### config.mk
export PLATFORM = sky130hd
export DESIGN_NAME = sprite_blitter
export DESIGN_NICKNAME = d
export VERILOG_FILES = /design/src/rtl/blit_pkg.sv /design/src/rtl/blit_scan_gen.sv /design/src/rtl/sprite_blitter.sv
export SDC_FILE = /design/constraint.sdc
export NUM_CORES = 1
export LEC_CHECK = 0
export BUFFER_PORTS_ARGS = -buffer_cell sky130_fd_sc_hd__buf_4
export CAP_MARGIN = 20
export CORE_MARGIN = 3
export CORE_UTILIZATION = 45
export CTS_CLUSTER_DIAMETER = 150
export DETAILED_ROUTE_END_ITERATION = 6
export PLACE_DENSITY = 0.73
export SYNTH_ARGS = -nofsm -noshare
export SYNTH_HDL_FRONTEND = slang
export SYNTH_HIERARCHICAL = 1
export SYNTH_SLANG_ARGS = --single-unit
### constraint.sdc
create_clock -name CLK -period 4.3 [get_ports CLK]
set_clock_uncertainty 0.2 [all_clocks]
set_input_delay 0.215 -clock CLK [delete_from_list [all_inputs] [get_ports CLK]]
set_output_delay 0.215 -clock CLK [all_outputs]
set_load 0.1 [all_outputs]
### src/rtl/blit_pkg.sv
// Shared types and default geometry for the sprite blitter.
// The frame-buffer address width follows from the default frame-buffer size.
package blit_pkg;

  typedef enum logic [1:0] {IDLE, FETCH, DRAIN, DONE} blit_state_t;

  localparam int FB_W_DEF    = 168;
  localparam int FB_H_DEF    = 104;
  localparam int SHEET_W_DEF = 96;
  localparam int ADDR_W      = $clog2(FB_W_DEF * FB_H_DEF);

endpackage

### src/rtl/blit_scan_gen.sv
// Row-major pixel scanner: latches the blit request, walks col/row and forms
// the sheet read address plus destination address and in-bounds flag (combinational).
module blit_scan_gen
  import blit_pkg::*;
#(
  parameter int FB_W    = FB_W_DEF,
  parameter int FB_H    = FB_H_DEF,
  parameter int SHEET_W = SHEET_W_DEF,
  parameter int MAX_SPR = 16
) (
  input  logic              CLK,
  input  logic              RESET,
  input  logic              load,
  input  logic              step,
  input  logic [7:0]        dst_x,
  input  logic [7:0]        dst_y,
  input  logic [6:0]        src_x,
  input  logic [6:0]        src_y,
  input  logic [4:0]        spr_w,
  input  logic [4:0]        spr_h,
  input  logic              flip_x,
  output logic [ADDR_W-1:0] rom_addr,
  output logic [ADDR_W-1:0] dst_addr,
  output logic              in_bounds,
  output logic              last
);

  localparam int CW = $clog2(MAX_SPR + 1);

  logic [7:0]    dx0, dy0;
  logic [6:0]    sx0, sy0;
  logic [4:0]    w, h;
  logic          flip;
  logic [CW-1:0] col, row;
  logic [CW-1:0] w_m1, h_m1, mcol;
  logic [7:0]    scol, srow;
  logic [8:0]    dx, dy;

  always_ff @(posedge CLK or posedge RESET) begin
    if (RESET) begin
      dx0 <= '0; dy0 <= '0; sx0 <= '0; sy0 <= '0;
      w <= '0; h <= '0; flip <= 1'b0;
      col <= '0; row <= '0;
    end else if (load) begin
      dx0 <= dst_x; dy0 <= dst_y; sx0 <= src_x; sy0 <= src_y;
      w <= spr_w; h <= spr_h; flip <= flip_x;
      col <= '0; row <= '0;
    end else if (step) begin
      if (col == w_m1) begin
        col <= '0;
        row <= row + CW'(1);
      end else begin
        col <= col + CW'(1);
      end
    end
  end

  assign w_m1 = CW'(w - 5'd1);
  assign h_m1 = CW'(h - 5'd1);
  assign last = (col == w_m1) && (row == h_m1);

  // Flip only changes which sheet column is read; the destination still walks left to right.
  assign mcol = flip ? (w_m1 - col) : col;
  assign scol = {1'b0, sx0} + 8'(mcol);
  assign srow = {1'b0, sy0} + 8'(row);
  assign rom_addr = ADDR_W'(srow) * ADDR_W'(SHEET_W) + ADDR_W'(scol);

  assign dx = {1'b0, dx0} + 9'(col);
  assign dy = {1'b0, dy0} + 9'(row);
  assign in_bounds = (dx < 9'(FB_W)) && (dy < 9'(FB_H));
  assign dst_addr  = ADDR_W'(dy) * ADDR_W'(FB_W) + ADDR_W'(dx);

endmodule

### src/rtl/sprite_blitter.sv
// Sprite blitter: one pixel per cycle from sheet ROM to frame buffer, writes trail reads by ROM_LAT; no backpressure.
// Optional SPRITE_BLITTER_TRANSPARENCY_EN suppresses writes of TRANSPARENT_IDX pixels.
module sprite_blitter
  import blit_pkg::*;
#(
  parameter int FB_W            = FB_W_DEF,
  parameter int FB_H            = FB_H_DEF,
  parameter int SHEET_W         = SHEET_W_DEF,
  parameter int PAL_W           = 5,
  parameter int MAX_SPR         = 16,
  parameter int ROM_LAT         = 1,
  parameter int TRANSPARENT_IDX = 0
) (
  input  logic              CLK,
  input  logic              RESET,
  input  logic              start,
  input  logic [7:0]        dst_x,
  input  logic [7:0]        dst_y,
  input  logic [6:0]        src_x,
  input  logic [6:0]        src_y,
  input  logic [4:0]        spr_w,
  input  logic [4:0]        spr_h,
  input  logic              flip_x,
  output logic [ADDR_W-1:0] rom_addr,
  input  logic [PAL_W-1:0]  rom_data,
  output logic              fb_we,
  output logic [ADDR_W-1:0] fb_addr,
  output logic [PAL_W-1:0]  fb_data,
  output logic              busy,
  output logic              done
);

  localparam int DCW = (ROM_LAT > 1) ? $clog2(ROM_LAT) : 1;

`ifdef SPRITE_BLITTER_TRANSPARENCY_EN
  localparam bit TRANSP_EN = 1'b1;
`else
  localparam bit TRANSP_EN = 1'b0;
`endif

  blit_state_t       state, state_nx;
  logic              load, step, last, in_bounds;
  logic [ADDR_W-1:0] scan_rom_addr, scan_dst_addr;
  logic [DCW-1:0]    drain_cnt;
  logic              vld_q  [ROM_LAT];
  logic [ADDR_W-1:0] addr_q [ROM_LAT];

  blit_scan_gen #(
    .FB_W(FB_W), .FB_H(FB_H), .SHEET_W(SHEET_W), .MAX_SPR(MAX_SPR)
  ) u_scan (
    .CLK(CLK), .RESET(RESET), .load(load), .step(step),
    .dst_x(dst_x), .dst_y(dst_y), .src_x(src_x), .src_y(src_y),
    .spr_w(spr_w), .spr_h(spr_h), .flip_x(flip_x),
    .rom_addr(scan_rom_addr), .dst_addr(scan_dst_addr),
    .in_bounds(in_bounds), .last(last)
  );

  always_ff @(posedge CLK or posedge RESET) begin
    if (RESET) begin
      state     <= IDLE;
      drain_cnt <= '0;
    end else begin
      state     <= state_nx;
      drain_cnt <= (state == DRAIN) ? drain_cnt + DCW'(1) : '0;
    end
  end

  always_comb begin
    state_nx = state;
    load     = 1'b0;
    case (state)
      IDLE: if (start) begin
        load     = 1'b1;
        state_nx = (spr_w != 5'd0 && spr_h != 5'd0) ? FETCH : DONE;
      end
      FETCH: if (last) state_nx = DRAIN;
      DRAIN: if (drain_cnt == DCW'(ROM_LAT - 1)) state_nx = DONE;
      DONE:  state_nx = IDLE;
      default: state_nx = IDLE;
    endcase
  end

  assign step = (state == FETCH);

  // Clipped pixels enter the line with valid=0 so write timing stays size-only.
  always_ff @(posedge CLK or posedge RESET) begin
    if (RESET) begin
      for (int i = 0; i < ROM_LAT; i++) begin
        vld_q[i]  <= 1'b0;
        addr_q[i] <= '0;
      end
    end else begin
      vld_q[0]  <= step && in_bounds;
      addr_q[0] <= scan_dst_addr;
      for (int i = 1; i < ROM_LAT; i++) begin
        vld_q[i]  <= vld_q[i-1];
        addr_q[i] <= addr_q[i-1];
      end
    end
  end

  assign fb_we    = vld_q[ROM_LAT-1] &&
                    !(TRANSP_EN && (rom_data == PAL_W'(TRANSPARENT_IDX)));
  assign fb_addr  = fb_we ? addr_q[ROM_LAT-1] : '0;
  assign fb_data  = fb_we ? rom_data : '0;
  assign rom_addr = step ? scan_rom_addr : '0;
  assign busy     = (state == FETCH) || (state == DRAIN);
  assign done     = (state == DONE);

endmodule

Yosys cells after proc, flatten, opt, wreduce, memory -nomap -nowiden
Index checks and enable logic that the tools add are counted.
{"block": "word_totals", "reg_bits": 70, "latch_bits": 0, "ram_bits": 0, "mem_bits_ro": 0, "input_bits": 49, "out_inout_bits": 38, "n_memories": 0}
{"block": "classes", "add_sub_neg": 12, "multipliers": 2, "div_mod_pow": 0, "magnitude_cmp": 2, "n_eq_ne": 8, "shift": 0, "muxes": 18, "bitwise": 0, "reduce_logical": 12}
{"cell": "5-bit two-way mux", "count": 8}
{"cell": "15-bit two-way mux", "count": 2}
{"cell": "8-bit by 5-bit adder with 9-bit output", "count": 2}
{"cell": "7-bit by 5-bit adder with 8-bit output", "count": 2}
{"cell": "15-bit by 8-bit adder with 15-bit output", "count": 1}
{"cell": "15-bit by 9-bit adder with 15-bit output", "count": 1}
{"cell": "9-bit by 5-bit multiplier with 12-bit output, second input constant", "count": 1}
{"cell": "5-bit by 1-bit adder with 5-bit output, second input constant", "count": 2}
{"cell": "5-bit == test", "count": 2}
{"cell": "8-bit by 2-bit multiplier with 10-bit output, second input constant", "count": 1}
{"cell": "5-bit nonzero test", "count": 2}
{"cell": "5-bit by 1-bit subtractor with 5-bit output, second input constant", "count": 2}
{"cell": "9-bit by 7-bit less-than comparator with 1-bit output, second input constant", "count": 1}
{"cell": "9-bit by 8-bit less-than comparator with 1-bit output, second input constant", "count": 1}
{"cell": "2-bit two-way mux", "count": 4}
{"cell": "2-bit one-hot mux with 4 select lines", "count": 1}
{"cell": "5-bit subtractor", "count": 1}
{"cell": "2-bit == test, second input constant", "count": 2}
{"cell": "1-bit logical AND", "count": 4}
{"cell": "2-bit inequality test, second input constant", "count": 2}
{"cell": "2-bit nonzero test", "count": 2}
{"cell": "1-bit two-way mux", "count": 3}
{"cell": "3-bit AND reduction", "count": 1}
{"cell": "2-bit by 1-bit == test with 1-bit output, second input constant", "count": 1}
{"cell": "other kinds (5)", "count": 5}

Depth between registers and ports, before layout
{"block": "depth", "word_depth": 6, "depth_mapped": 19, "depth_no_buf": 19}

Hierarchy
Netlist, hierarchy kept.
{"mod": "blit_scan_gen", "instances": 1, "cells_per_inst": 522, "area_per_inst_um2": 4885.9}
{"mod": "sprite_blitter", "instances": 1, "cells_per_inst": 78, "area_per_inst_um2": 869.6}

Worst setup path after synthesis
Ideal clock, no wire load.
{"block": "synth_timing", "kind": "reg2reg", "start": "reg u_scan.row[0]", "end": "reg addr_q[14] in the netlist's numbering", "t_arrival_ns": 4.250, "setup_slack_ns": -0.230, "stages_incl_launch_ff": 19, "period_less_slack_ns": 4.530, "path_cell_list": "dfrtp_1 ha_1 fa_1 a21o_1 a21o_1 a21oi_1 nor2b_1 xor2_1 ha_1 ha_1 inv_1 fa_1 inv_1 ha_1 o311ai_0 a21oi_1 xnor2_1 nor4_1 xnor2_1"}
{"block": "synth_between", "elab_chain_cells": 3}
{"element": "from (decl)", "line": "blit_scan_gen.sv:34", "rtl": "logic [CW-1:0] col, row;"}
{"element": "from (signal assigned)", "line": "blit_scan_gen.sv:51", "rtl": "row <= row + CW'(1);"}
{"element": "8-bit by 5-bit adder with 9-bit output", "line": "blit_scan_gen.sv:69", "rtl": "assign dy = {1'b0, dy0} + 9'(row);"}
{"element": "9-bit by 5-bit multiplier with 12-bit output", "line": "blit_scan_gen.sv:71", "rtl": "assign dst_addr = ADDR_W'(dy) * ADDR_W'(FB_W) + ADDR_W'(dx);"}
{"element": "15-bit by 9-bit adder with 15-bit output", "line": "blit_scan_gen.sv:71"}
{"element": "net scan_dst_addr[14]", "line": "sprite_blitter.sv:43", "rtl": "logic [ADDR_W-1:0] scan_rom_addr, scan_dst_addr;"}
{"element": "to (signal, indexed assignment)", "line": "sprite_blitter.sv:97", "rtl": "addr_q[i] <= addr_q[i-1];"}
{"element": "to (decl)", "line": "sprite_blitter.sv:46", "rtl": "logic [ADDR_W-1:0] addr_q [ROM_LAT];"}
The timed path passes the listed nets, and every way through them passes these cells.
A chain may end at the register's enable or synchronous reset.

Worst setup path in the final report
{"block": "layout_timing", "start": "reg u_scan.row[0]", "end": "out rom_addr[14]"}
{"block": "layout_between", "elab_chain_cells": 4}
{"element": "7-bit by 5-bit adder with 8-bit output", "line": "blit_scan_gen.sv:65", "rtl": "assign srow = {1'b0, sy0} + 8'(row);"}
{"element": "8-bit by 2-bit multiplier with 10-bit output", "line": "blit_scan_gen.sv:66", "rtl": "assign rom_addr = ADDR_W'(srow) * ADDR_W'(SHEET_W) + ADDR_W'(scol);"}
{"element": "15-bit by 8-bit adder with 15-bit output", "line": "blit_scan_gen.sv:66"}
{"element": "net scan_rom_addr[14]", "line": "sprite_blitter.sv:43"}
{"element": "15-bit two-way mux", "line": "sprite_blitter.sv:106", "rtl": "assign rom_addr = step ? scan_rom_addr : '0;"}
{"element": "to (decl)", "line": "sprite_blitter.sv:24", "rtl": "output logic [ADDR_W-1:0] rom_addr,"}
The timed path passes the listed nets, and every way through them passes these cells.

==> results.cfg <==
[pwr]
combPwrFrac_pct = 5.3
p_sw_share_pct = 20.7
power.density_nw_per_um2 = 189
intPower_mw = 1.24
power_mw = 1.56
ir_drop_mv = 0.202
power.share.clock_pct = 52.5
sequentialPowerShare_pct = 42.1
leakage_nw = 3.97
switchingPower_mw = 0.324

[yosys]
synthArstFlopShare_pct = 100
synth-edff-count = 0
synth-compound-area-share_pct = 13.0
synth_top_family_by_area = adder cells
ys.warnings.count = 6
synthCells = 600
synth_nets = 731
synth_xor_area_share_pct = 9.59
synth_area_um2 = 5760
synth-seq-area-share_pct = 30.4
muxShareOfSynthArea_pct = 7.22
yosysUniqueCellTypes = 60
avgSynthCellArea_um2 = 9.59
synthFlopType = dfrtp_1
synth_area_leader_cell = dfrtp_1
synthAdderAreaFrac_pct = 19.3
ys_seq_elements = 70
synth_area_leaders = dfrtp_1 (30%), ha_1 (15%), mux2_2 (7.0%)
yosys.area_share.simple_pct = 16.8
synth_top_area_share_pct = 30.4

[global_route]
grt_pass1_wl_um = 22700
antenna_found_initial = 0
grt_pass1_vias = 4945
grt_usage_pct = 19.5
overflow = 0
grt_max_degree = 52

[critical_path]
r2r_setup_slack_ps = -240
worstPathArrival_ps = 4190
cp_max_fo = 4
critical_path.slowest_cell = dfrtp_2
r2r-end = addr_q[14]$_DFF_PP0_
cp-end-kind = output pin
cpPeakStageDelay_ps = 450
critical_path_class = flip-flop to output pin
cp.required_ps = 3880
r2r_cells = 16
cpLargestDelayFamily = compound AO/OA/AOI/OAI gates
critPathLaunchType = flip-flop
r2r_start = u_scan/row[0]$_DFFE_PP0P_
critPathBufInv = 3
path_cells = ha_4, fa_2, a21o_1, a21oi_4, buf_12, xnor2_4, buf_4, ha_4, nor2b_4, nand4_1, o311ai_4, o2111ai_2, nor3_2, a22oi_1, o211ai_1, and2_4, buf_12

[sta]
finalSetupViolCount = 5
rsz0062_at_grt = true
hold_viol = 0
fmax_mhz = 217
tightest_slew_ps = 1020
drv_slew = 0
maxSlewHeadroom_pct = 31.9
final.min_clock_period_ps = 4610
finalCritPeriodShare_pct = 107
worst_slack_ps = -308

[status]
violations = setup timing
outcome = finished, violations left

[final_layout]
layout.nets = 898
drive_above_1_share_pct = 34.8
area_delta_synth_final_pct = 43.8
fill_cells = 878
final_cells = 940
diodes = 0
final_core_util_pct = 67.5

[routing]
via_per_inst = 5.37
drcViolationCount = 0
ant_nets = 0
routed_wl_um = 15500
wl_per_cell_um = 16.5
initialDrtViolationCount = 367
vias = 5044
drt-pass1-iter-count = 5

[floorplanning]
initial_utilization_pct = 46.9
die_w_um = 119
io_pins = 87
die_h_um = 119
die-area_um2 = 14200
core_um2 = 12300
row_count = 40

[clock_tree]
cts_tree = built
cts_buffer_depth = 2
path_clk_slew_ps = 60
clk_latency_ps = 340
clock-sinks = 70
numCtsBuffers = 9
htree_levels = 3
cts_root_buf = clkbuf_16

[worst_hold_path]
worstHoldStart = start
hold_end = state[1]$_DFFE_PP0P_
holdCritPathClass = input port to flip-flop
hold_depth = 4

[place]
gp_congestion = 0.831
io_buffers = 86
dp_cells = 862
dpl.hpwl_um = 10200

[run]
maxCapViolations = 0
==> worst max path at each step <==
| stage | depth (start not counted) | endpoint | from | slack, ps |
|---|---|---|---|---|
| after floorplan | 18 | addr_q[14]$_DFF_PP0_ | u_scan/row[1]$_DFFE_PP0P_ | -50 |
| after global placement | 18 | addr_q[14]$_DFF_PP0_ | u_scan/dy0[1]$_DFFE_PP0P_ | 50 |
| after detailed placement | 17 | rom_addr[14] | u_scan/row[0]$_DFFE_PP0P_ | -90 |
| after CTS | 17 | rom_addr[14] | u_scan/row[0]$_DFFE_PP0P_ | -140 |
| after global routing | 17 | rom_addr[14] | u_scan/row[3]$_DFFE_PP0P_ | -360 |
| final | 17 | rom_addr[14] | u_scan/row[0]$_DFFE_PP0P_ | -310 |
==> state kept, by name, summed over array words and instances (netlist names) <==
signal       count
u_scan/dx0       8
u_scan/row       5
u_scan/w         5
u_scan/flip      1
u_scan/dy0       8
state            2
u_scan/h         5
u_scan/col       5
addr_q          15
fb_we            1
u_scan/sx0       7
u_scan/sy0       7
drain_cnt        1
==> per-layer routing <==
metal | wire length (µm) | part of all wire, % | global-route usage (%)
met1 | 6230 | 40 | 23.7
met2 | 8020 | 52 | 34.1
met3 | 653 | 4.2 | 3.42
met4 | 596 | 3.8 | 7.75
met5 | 0 | 0 | 0
==> worst register-to-register path, delay by kind of cell (launching register included) <==
family,cells,cell delay (ps)
AOI/OAI and AO/OA,4,580
xor gates and xnor gates,3,660
adders and majority gates,6,1900
DFF,1,450
and+or+nand+nor,3,670
==> stage by stage <==
stage	TNS [ps]	worst slack, ps	area (µm²)	hold WS [ps]
2_1_floorplan	-50.3	-50.3	5800	-33.9
3_3_place_gp	0	50.4	6760	189
3_5_place_dp	-210	-94.2	6760	192
4_1_cts	-304	-140	7660	142
5_1_grt	-1490	-363	8280	177
6_report	-836	-308	8280	139
==> cell families (layout without fill, tap and decap cells) <==
kind of cell	after synthesis	after routing
simple gates	180	180
xor+xnor	63	63
mux	37	37
flops	70	70
buf+inv	57	229
compound gates	111	111
fa+ha+maj	82	82
==> cells in the mapped netlist, types with 3 or more instances <==
cell,n
ha_1,71
dfrtp_1,70
inv_1,45
nor2_1,42
and2_1,40
xnor2_1,38
mux2_2,36
nand2_1,30
o21ai_0,28
xor2_1,25
a21oi_1,24
a21o_1,14
nor2b_1,14
fa_1,11
o21a_1,9
a211oi_1,8
clkbuf_1,8
nand3_1,8
nor3_1,8
nor3b_1,7
nand2b_1,6
buf_1,3
nand4_1,3
or2_2,3
or3_1,3
or4_1,3
==> layout make-up <==
class | instances | area [µm²] | area share (%)
clock buffer | 10 | 239 | 2.89
clock inverter | 6 | 92.6 | 1.12
inverter | 45 | 169 | 2.04
multi-input combinational | 473 | 4360 | 52.7
sequential | 70 | 1750 | 21.2
tap | 168 | 210 | 2.54
timing repair buffer | 168 | 1450 | 17.5
==> timing repair <==
action / in CTS / in global routing
setup endpoints to repair: 6 / 14
pin swaps: 18 / 47
gates resized for setup: 21 / 96
buffers inserted: 8 / 11
endpoints found under the hold margin: 87 / 0
hold buffers: 42 / 0
==> power by group through the flow <==
| stage | clock, mW | combinational (mW) | sequential (mW) |
|---|---|---|---|
| detailed placement | 0 | 0.0513 | 0.671 |
| floorplan | 0 | 0.0105 | 0.671 |
| global placement | 0 | 0.0506 | 0.671 |
| finish | 0.821 | 0.0832 | 0.659 |
| global route | 0.857 | 0.0913 | 0.658 |
| CTS | 0.833 | 0.0813 | 0.659 |
==> cell usage in the layout, fill, tap and decap left out, drive strengths merged, types with 4 or more instances in the layout <==
cell         count
dfrtp           70
or2              4
mux2            36
nor3             8
nor3b            7
o21a             9
and2            40
nor2            42
nand3            8
fa              11
nand2           30
nand2b           6
ha              71
clkbuf          10
a21oi           24
a211oi          10
xnor2           38
nor2b           14
xor2            25
inv             46
dlygate4sd3     42
buf            126
a21o            14
o21ai           29
Power figures use the tool's default switching activity.
